**src/rtl/ee271_change_dispenser.sv**
```systemverilog
// ee271_change_dispenser: greedy coin change dispenser with refillable inventory and ready/valid coin ejection
module ee271_change_dispenser (
  input  logic       clk,
  input  logic       rst_n,
  input  logic       chg_valid,
  input  logic [5:0] chg_amt,
  output logic       chg_ready,
  output logic [2:0] coin_out,
  output logic       coin_valid,
  input  logic       coin_ready,
  input  logic       refill_valid,
  input  logic [3:0] refill_q,
  input  logic [3:0] refill_d,
  input  logic [3:0] refill_n,
  output logic       done,
  output logic       short_chg,
  output logic [5:0] rem_amt,
  output logic       err,
  output logic [3:0] q_cnt,
  output logic [3:0] d_cnt,
  output logic [3:0] n_cnt
);
  typedef enum logic [2:0] {IDLE, SEL, DISP, DONE, SHORT} state_t;
  state_t state_q, state_d;
  logic [5:0] rem_q, rem_d, rem_amt_q, rem_amt_d, coin_val;
  logic [2:0] coin_q, coin_d;
  logic [3:0] q_cnt_q, q_cnt_d, d_cnt_q, d_cnt_d, n_cnt_q, n_cnt_d;
  logic coin_valid_q, coin_valid_d, done_q, done_d, short_q, short_d, err_q, err_d;
  logic legal, pick_q, pick_d, pick_n;
  function automatic logic [3:0] sat_add(input logic [3:0] a, input logic [3:0] b);
    logic [4:0] s;
    s = {1'b0, a} + {1'b0, b};
    return s[4] ? 4'hf : s[3:0];
  endfunction
  assign legal = (chg_amt % 6'd5 == 6'd0) && (chg_amt <= 6'd55);
  assign pick_q = (rem_q >= 6'd25) && (q_cnt_q != 4'd0);
  assign pick_d = (rem_q >= 6'd10) && (d_cnt_q != 4'd0);
  assign pick_n = (rem_q >= 6'd5) && (n_cnt_q != 4'd0);
  assign coin_val = coin_q[2] ? 6'd25 : coin_q[1] ? 6'd10 : 6'd5;
  always_comb begin
    state_d = state_q;
    rem_d = rem_q;
    coin_d = coin_q;
    coin_valid_d = coin_valid_q;
    q_cnt_d = q_cnt_q;
    d_cnt_d = d_cnt_q;
    n_cnt_d = n_cnt_q;
    done_d = state_q == DONE;
    short_d = state_q == SHORT;
    rem_amt_d = state_q == SHORT ? rem_q : 6'd0;
    err_d = 1'b0;
    case (state_q)
      IDLE: begin
        if (refill_valid) begin
          q_cnt_d = sat_add(q_cnt_q, refill_q);
          d_cnt_d = sat_add(d_cnt_q, refill_d);
          n_cnt_d = sat_add(n_cnt_q, refill_n);
        end
        if (chg_valid) begin
          err_d = !legal;
          rem_d = legal ? chg_amt : rem_q;
          state_d = !legal ? IDLE : chg_amt == 6'd0 ? DONE : SEL;
        end
      end
      SEL: begin
        coin_d = pick_q ? 3'b100 : pick_d ? 3'b010 : pick_n ? 3'b001 : 3'b000;
        coin_valid_d = pick_q || pick_d || pick_n;
        state_d = coin_valid_d ? DISP : SHORT;
      end
      DISP: begin
        if (coin_ready) begin
          rem_d = rem_q - coin_val;
          q_cnt_d = q_cnt_q - {3'b0, coin_q[2]};
          d_cnt_d = d_cnt_q - {3'b0, coin_q[1]};
          n_cnt_d = n_cnt_q - {3'b0, coin_q[0]};
          coin_d = 3'b000;
          coin_valid_d = 1'b0;
          state_d = rem_d == 6'd0 ? DONE : SEL;
        end
      end
      default: state_d = IDLE;
    endcase
  end
  always_ff @(posedge clk or negedge rst_n) begin
    if (!rst_n) begin
      state_q <= IDLE;
      rem_q <= 6'd0;
      rem_amt_q <= 6'd0;
      coin_q <= 3'b000;
      coin_valid_q <= 1'b0;
      q_cnt_q <= 4'd0;
      d_cnt_q <= 4'd0;
      n_cnt_q <= 4'd0;
      done_q <= 1'b0;
      short_q <= 1'b0;
      err_q <= 1'b0;
    end else begin
      state_q <= state_d;
      rem_q <= rem_d;
      rem_amt_q <= rem_amt_d;
      coin_q <= coin_d;
      coin_valid_q <= coin_valid_d;
      q_cnt_q <= q_cnt_d;
      d_cnt_q <= d_cnt_d;
      n_cnt_q <= n_cnt_d;
      done_q <= done_d;
      short_q <= short_d;
      err_q <= err_d;
    end
  end
  assign chg_ready = state_q == IDLE;
  assign coin_out = coin_q;
  assign coin_valid = coin_valid_q;
  assign done = done_q;
  assign short_chg = short_q;
  assign rem_amt = rem_amt_q;
  assign err = err_q;
  assign q_cnt = q_cnt_q;
  assign d_cnt = d_cnt_q;
  assign n_cnt = n_cnt_q;
endmodule
```
**config.mk**
```make
export PLATFORM = sky130hd
export DESIGN_NAME = ee271_change_dispenser
export DESIGN_NICKNAME = d
export VERILOG_FILES = /design/src/rtl/ee271_change_dispenser.sv
export SDC_FILE = /design/constraint.sdc
export NUM_CORES = 1
export LEC_CHECK = 0
export BUFFER_PORTS_ARGS = -buffer_cell sky130_fd_sc_hd__buf_2
export CAP_MARGIN = 10
export CORE_MARGIN = 2
export CORE_UTILIZATION = 48
export CTS_CLUSTER_DIAMETER = 30
export CTS_CLUSTER_SIZE = 28
export DETAILED_ROUTE_END_ITERATION = 7
export HOLD_SLACK_MARGIN = 0.06
export PLACE_DENSITY = 0.78
export SYNTH_ARGS = -nofsm -noshare
export SYNTH_HDL_FRONTEND = slang
export SYNTH_SLANG_ARGS = --single-unit
```
**constraint.sdc**
```tcl
create_clock -name clk -period 2.4 [get_ports clk]
set_input_delay 0.12 -clock clk [delete_from_list [all_inputs] [get_ports clk]]
set_output_delay 0.12 -clock clk [all_outputs]
set_load 0.01 [all_outputs]
```
# Word-level counts from Yosys, hierarchy flattened
# Cells that the tools add are included.
# W data, S select, Z words.
[totals]
inputBits = 23
output_inout_bits = 26
latchBits = 0
mem_count = 0
ramBits = 0
reg_bits = 34
romBits = 0
elab_cells = 86
[op_classes]
muxes = 35
n_eq_ne = 8
n_addsub = 7
bitwise_logic = 0
n_reduce_logical = 20
n_mul = 0
order_cmp = 4
div_mod_pow = 1
shifts = 0
[op_table]
columns = ["operator", "count"]
rows = [
  ["$mux W4", 10],
  ["$mux W6", 4],
  ["$pmux W4 S2", 3],
  ["$logic_not A6 Y1", 3],
  ["$add A4 B4 Y5", 3],
  ["$mux W3", 5],
  ["$pmux W6 S2", 1],
  ["$reduce_bool A4 Y1", 3],
  ["$sub A4 B1 Y4", 3],
  ["$pmux W3 S3", 1],
  ["$mux W2", 4],
  ["$eq A3 B2 Y1 const B", 2],
  ["$ge A6 B3 Y1 const B", 1],
  ["$ge A6 B4 Y1 const B", 1],
  ["$ge A6 B5 Y1 const B", 1],
  ["$le A6 B6 Y1 const B", 1],
  ["$mod A6 B3 Y6 const B", 1],
  ["$pmux W3 S2", 1],
  ["$sub A6 B5 Y6", 1],
  ["$mux W5", 1],
  ["$logic_and A1 B1 Y1", 4],
  ["$mux W1", 4],
  ["$ne A2 B1 Y1 const B", 2],
  ["$ne A2 B2 Y1 const B", 2],
  ["10 further kinds", 13],
]

# Depth between registers and ports, before layout
[depth]
ltp_word = 7
mapped_depth = 12
ltp_nobuf = 11

# Least setup slack after synthesis
# No wires, ideal clock.
[synth_timing]
path_type = "input to register"
from = "input port chg_amt[3]"
to = "register rem_q[2]"
arrival_ps = 2463
required_ps = 2275
setup_slack_ps = -188
path_buffers = 1
cell_stages = 12
cell_sequence = "clkbuf_1 -> nor2b_1 -> xor2_1 -> o21ai_0 -> ha_1 -> nor2b_1 -> o21ai_0 -> and3_1 -> o21ai_0 -> mux2_4 -> o31ai_4 -> mux2_2"
[synth_via]
elab_chain_cells = 5
elab_cells_between_ends = 6
classes_between = "div: 1; order compare: 1; eq/ne: 1; reduce/logical: 3"
[synth_rtl]
columns = ["element", "line_no", "rtl"]
rows = [
  ["from (decl)", "6", "input logic [5:0] chg_amt,"],
  ["$mod A6 B3 Y6", "35", "assign legal = (chg_amt % 6'd5 == 6'd0) && (chg_amt <= 6'd55);"],
  ["$logic_not A6 Y1", "35", ""],
  ["$logic_and A1 B1 Y1 (*)", "35", ""],
  ["$ne A2 B1 Y1 (no line) (*)", "n/a", ""],
  ["$reduce_and A4 Y1 (no line) (*)", "n/a", ""],
  ["to (signal assigned)", "99", "rem_q <= rem_d;"],
  ["to (decl)", "25", "logic [5:0] rem_q, rem_d, rem_amt_q, rem_amt_d, coin_val;"],
]
# Every way passes the cells marked *; elsewhere a longest branch is shown, timed or not.
# A chain may end at the register's enable or synchronous reset.

# Worst setup path in the final report
[layout_timing]
from = "input port chg_amt[2]"
to = "register rem_q[5]"
# The elaborated chain is that of the path after synthesis.

==> flow_summary.toml <==
[logic_synthesis]
syn_inst = 296
netlist_area_um2 = 2660
synth-edff-count = 0
synth.distinct_cells = 50
synth_top_flop_cell = "dfrtp_1"
async_reset_ff_share_pct = 100
ys.warnings.count = 0
synth.avg_cell_area_um2 = 9.00
syn_nets = 348
yosysSeqAreaShare_pct = 32.0
synth_top_cell_by_area = "dfrtp_1"
ys_ff_latch = 34
synth_top_area_share_pct = 32.0
synthTopCellsByArea = "dfrtp_1 (32%), ha_1 (12%), a21oi_1 (3.9%), nor2_1 (3.7%), fa_1 (3.0%)"

[grt]
antenna_found_initial = 0
grt_usage_pct = 21.0
globalRouteOverflowTotal = 0
grt_pass1_vias = 2333
grt_max_degree = 35
grt_pass1_wl_um = 10400

[pwr]
powerDensity_nw_per_um2 = 1110
power.share.combinational_pct = 61.3
internal_power_mw = 2.04
vdd_drop_max_v = 0.000476
pwr-share-seq_pct = 26.7
p_leak_nw = 1.62
clockPowerShare_pct = 11.9
p_sw_mw = 1.65
swShare_pct = 44.7

[placed_design]
port_buffers = 48
place.gp.congestion = 0.885
dp_hpwl_um = 4650

[run_status]
status = "finished clean"

[setup_path]
cp_slowest_cell = "or3b_4"
crit_arrival_ns = 2.51
worstSetupPathType = "primary input to flop"
startpoint_type = "primary input"
critPathMaxStageDelay_ns = 0.39
path_max_fanout = 6
end_kind = "flop"
worstPathCellList = "buf_2 -> or3b_4 -> nand3_2 -> o21ai_2 -> buf_4 -> ha_2 -> a21o_1 -> and3_4 -> mux2_4 -> o31ai_4 -> mux2_2"
worstPathRequired_ns = 2.57

[die]
dieArea_um2 = 6160
io_pins = 49
core_area_um2 = 5440
fp.dieW_um = 78.5
initial_core_util_pct = 49.0
die_y_um = 78.5
num_rows = 27

[detailed_routing]
dr.pass1.iters = 4
antenna_left = 0
drc = 0
viasPerCell = 5.56
wl_per_cell_um = 14.8
vias = 2428
wl_um = 6450
drtIter0Drc = 128

[cells_and_area]
antenna_cells = 0
syn2layout_area_growth_pct = 25.2
nNetsFinal = 416
drive_gt1_share_pct = 29.3
n_fill_cell = 463

[clock_network]
clockBufferDepth = 2
cts_tree = "built"
insertion_delay_ns = 0.29
clkSlewWorstSetupHoldPaths_ns = 0.07
root_buffer = "clkbuf_8"
numCtsBuffers = 5
cts_sinks = 34
cts.htree.levels = 2

[timing]
finalSetupViolations = 0
fin_hold_ws_ns = 0.0838
finClkSkew_ns = 0.00178
post-route-period-util_pct = 97.2
setup_tns_ns = 0
slew_violations = 0
period_minus_slack_ns = 2.33
hold_viol = 0
relSlewSlack_pct = 41.2
tightest_slew_ns = 0.881
fmax_mhz = 428

[job]
max_cap_viol_count = 0

[min_path]
holdCritPathClass = "primary input to flop"
-- cell usage after synthesis, types with 7 or more instances --
cell and instances:
nor2_1 26, a21oi_1 21, nand2b_1 10, o21ai_0 15, ha_1 25, a21o_1 8, nand2_1 16, dfrtp_1 34
and2_1 8, nor2b_1 7, xor2_1 9, o22a_1 7, clkbuf_1 9, inv_1 21
-- final cells by class --
| class | instances | area, µm² | area share (%) |
|---|---|---|---|
| repair buffers | 72 | 429 | 12.9 |
| flip-flops and latches | 34 | 851 | 25.5 |
| well taps | 72 | 90.1 | 2.70 |
| clock inverters | 1 | 5.00 | 0.150 |
| clock buffers | 7 | 86.3 | 2.59 |
| multi-input cells | 230 | 1790 | 53.8 |
| inverters | 21 | 78.8 | 2.36 |
-- cell usage in the layout, fill, tap and decap left out, types with 7 or more instances in the layout --
| cell | instances |
|---|---|
| a21o_1 | 8 |
| o21ai_0 | 12 |
| and2_1 | 8 |
| xor2_1 | 7 |
| a21oi_1 | 20 |
| ha_1 | 20 |
| buf_4 | 21 |
| buf_2 | 48 |
| inv_1 | 19 |
| nand2b_1 | 10 |
| nor2_1 | 26 |
| dfrtp_1 | 34 |
| o22a_1 | 7 |
| nand2_1 | 15 |
-- sequential cells by signal (all words and copies together), names as in the netlist, 3 cells and up --
register,flops
n_cnt,4
rem_amt,6
q_cnt,4
state_q,3
rem_q,6
d_cnt,4
coin_out,3
-- worst max-delay path, delay by kind of cell --
family	cells	cell delay [ns]
adders and majority gates	1	0.19
buffers and inverters	2	0.24
AOI/OAI and AO/OA	3	0.62
and+or+nand+nor	3	0.64
muxes	2	0.69
-- layer usage --
layer | wire length, µm | global-route usage, %
met4 | 97 | 8.60
met5 | 0 | 0
met3 | 193 | 2.87
met1 | 2670 | 23.9
met2 | 3480 | 39.3
-- per-stage QoR --
step / util (%) / cell area [µm²] / power (mW) / setup slack, ns / instances
2_1_floorplan: - / 2670 / 2.36 / -0.0222 / 296
3_3_place_gp: 56.8 / 3090 / 2.89 / -0.0835 / 422
3_5_place_dp: 56.8 / 3090 / 2.97 / -0.202 / 422
4_1_cts: 59.1 / 3210 / 3.47 / 0.00179 / 433
5_1_grt: 61.3 / 3330 / 4.00 / -0.0101 / 437
6_report: 61.3 / 3330 / 3.69 / 0.0662 / 437
-- logic make-up (layout without fill, tap and decap cells) --
kind of cell,count (synthesis),in the layout,share of synthesized area (%)
adder cells (fa/ha/maj),29,29,14.8
flip-flops,34,34,32.0
XOR/XNOR,12,12,3.95
AO/OA/AOI/OAI,80,80,20.8
buffers and inverters,32,101,4.61
AND/OR/NAND/NOR,100,100,20.1
multiplexers,9,9,3.81
-- timing repair --
action,CTS,global route
setup endpoints to repair,2,7
resized for setup,2,20
hold buffers,2,0
pin swaps,1,9
setup buffers,1,4
gates cloned,0,0
endpoints found under the hold margin,35,0
-- final timing paths --
check | from | slack (ns) | cells past startpoint | end
max in group asynchronous | rst_n | 1.49 | 2 | q_cnt[0]$_DFFE_PN0P_
min in group asynchronous | rst_n | 0.44 | 2 | q_cnt[1]$_DFFE_PN0P_
hold reg to reg | coin_valid$_DFFE_PN0P_ | 0.52 | 1 | coin_valid$_DFFE_PN0P_
hold / removal | chg_valid | 0.08 | 2 | err$_DFF_PN0_
setup reg to reg | coin_out[2]$_DFFE_PN0P_ | 0.07 | 9 | rem_q[5]$_DFFE_PN0P_
setup / recovery | chg_amt[2] | 0.07 | 11 | rem_q[5]$_DFFE_PN0P_
-- power by group through the flow --
stage	Sequential (mW)	Clock [mW]	Combinational [mW]
after floorplan	0.967	0	1.39
after global placement	0.959	0	1.93
after detailed placement	0.969	0	2.00
after CTS	0.961	0.443	2.06
after global routing	1.01	0.470	2.52
final	0.987	0.440	2.26
No activity file was read; power rests on OpenSTA's default activity.
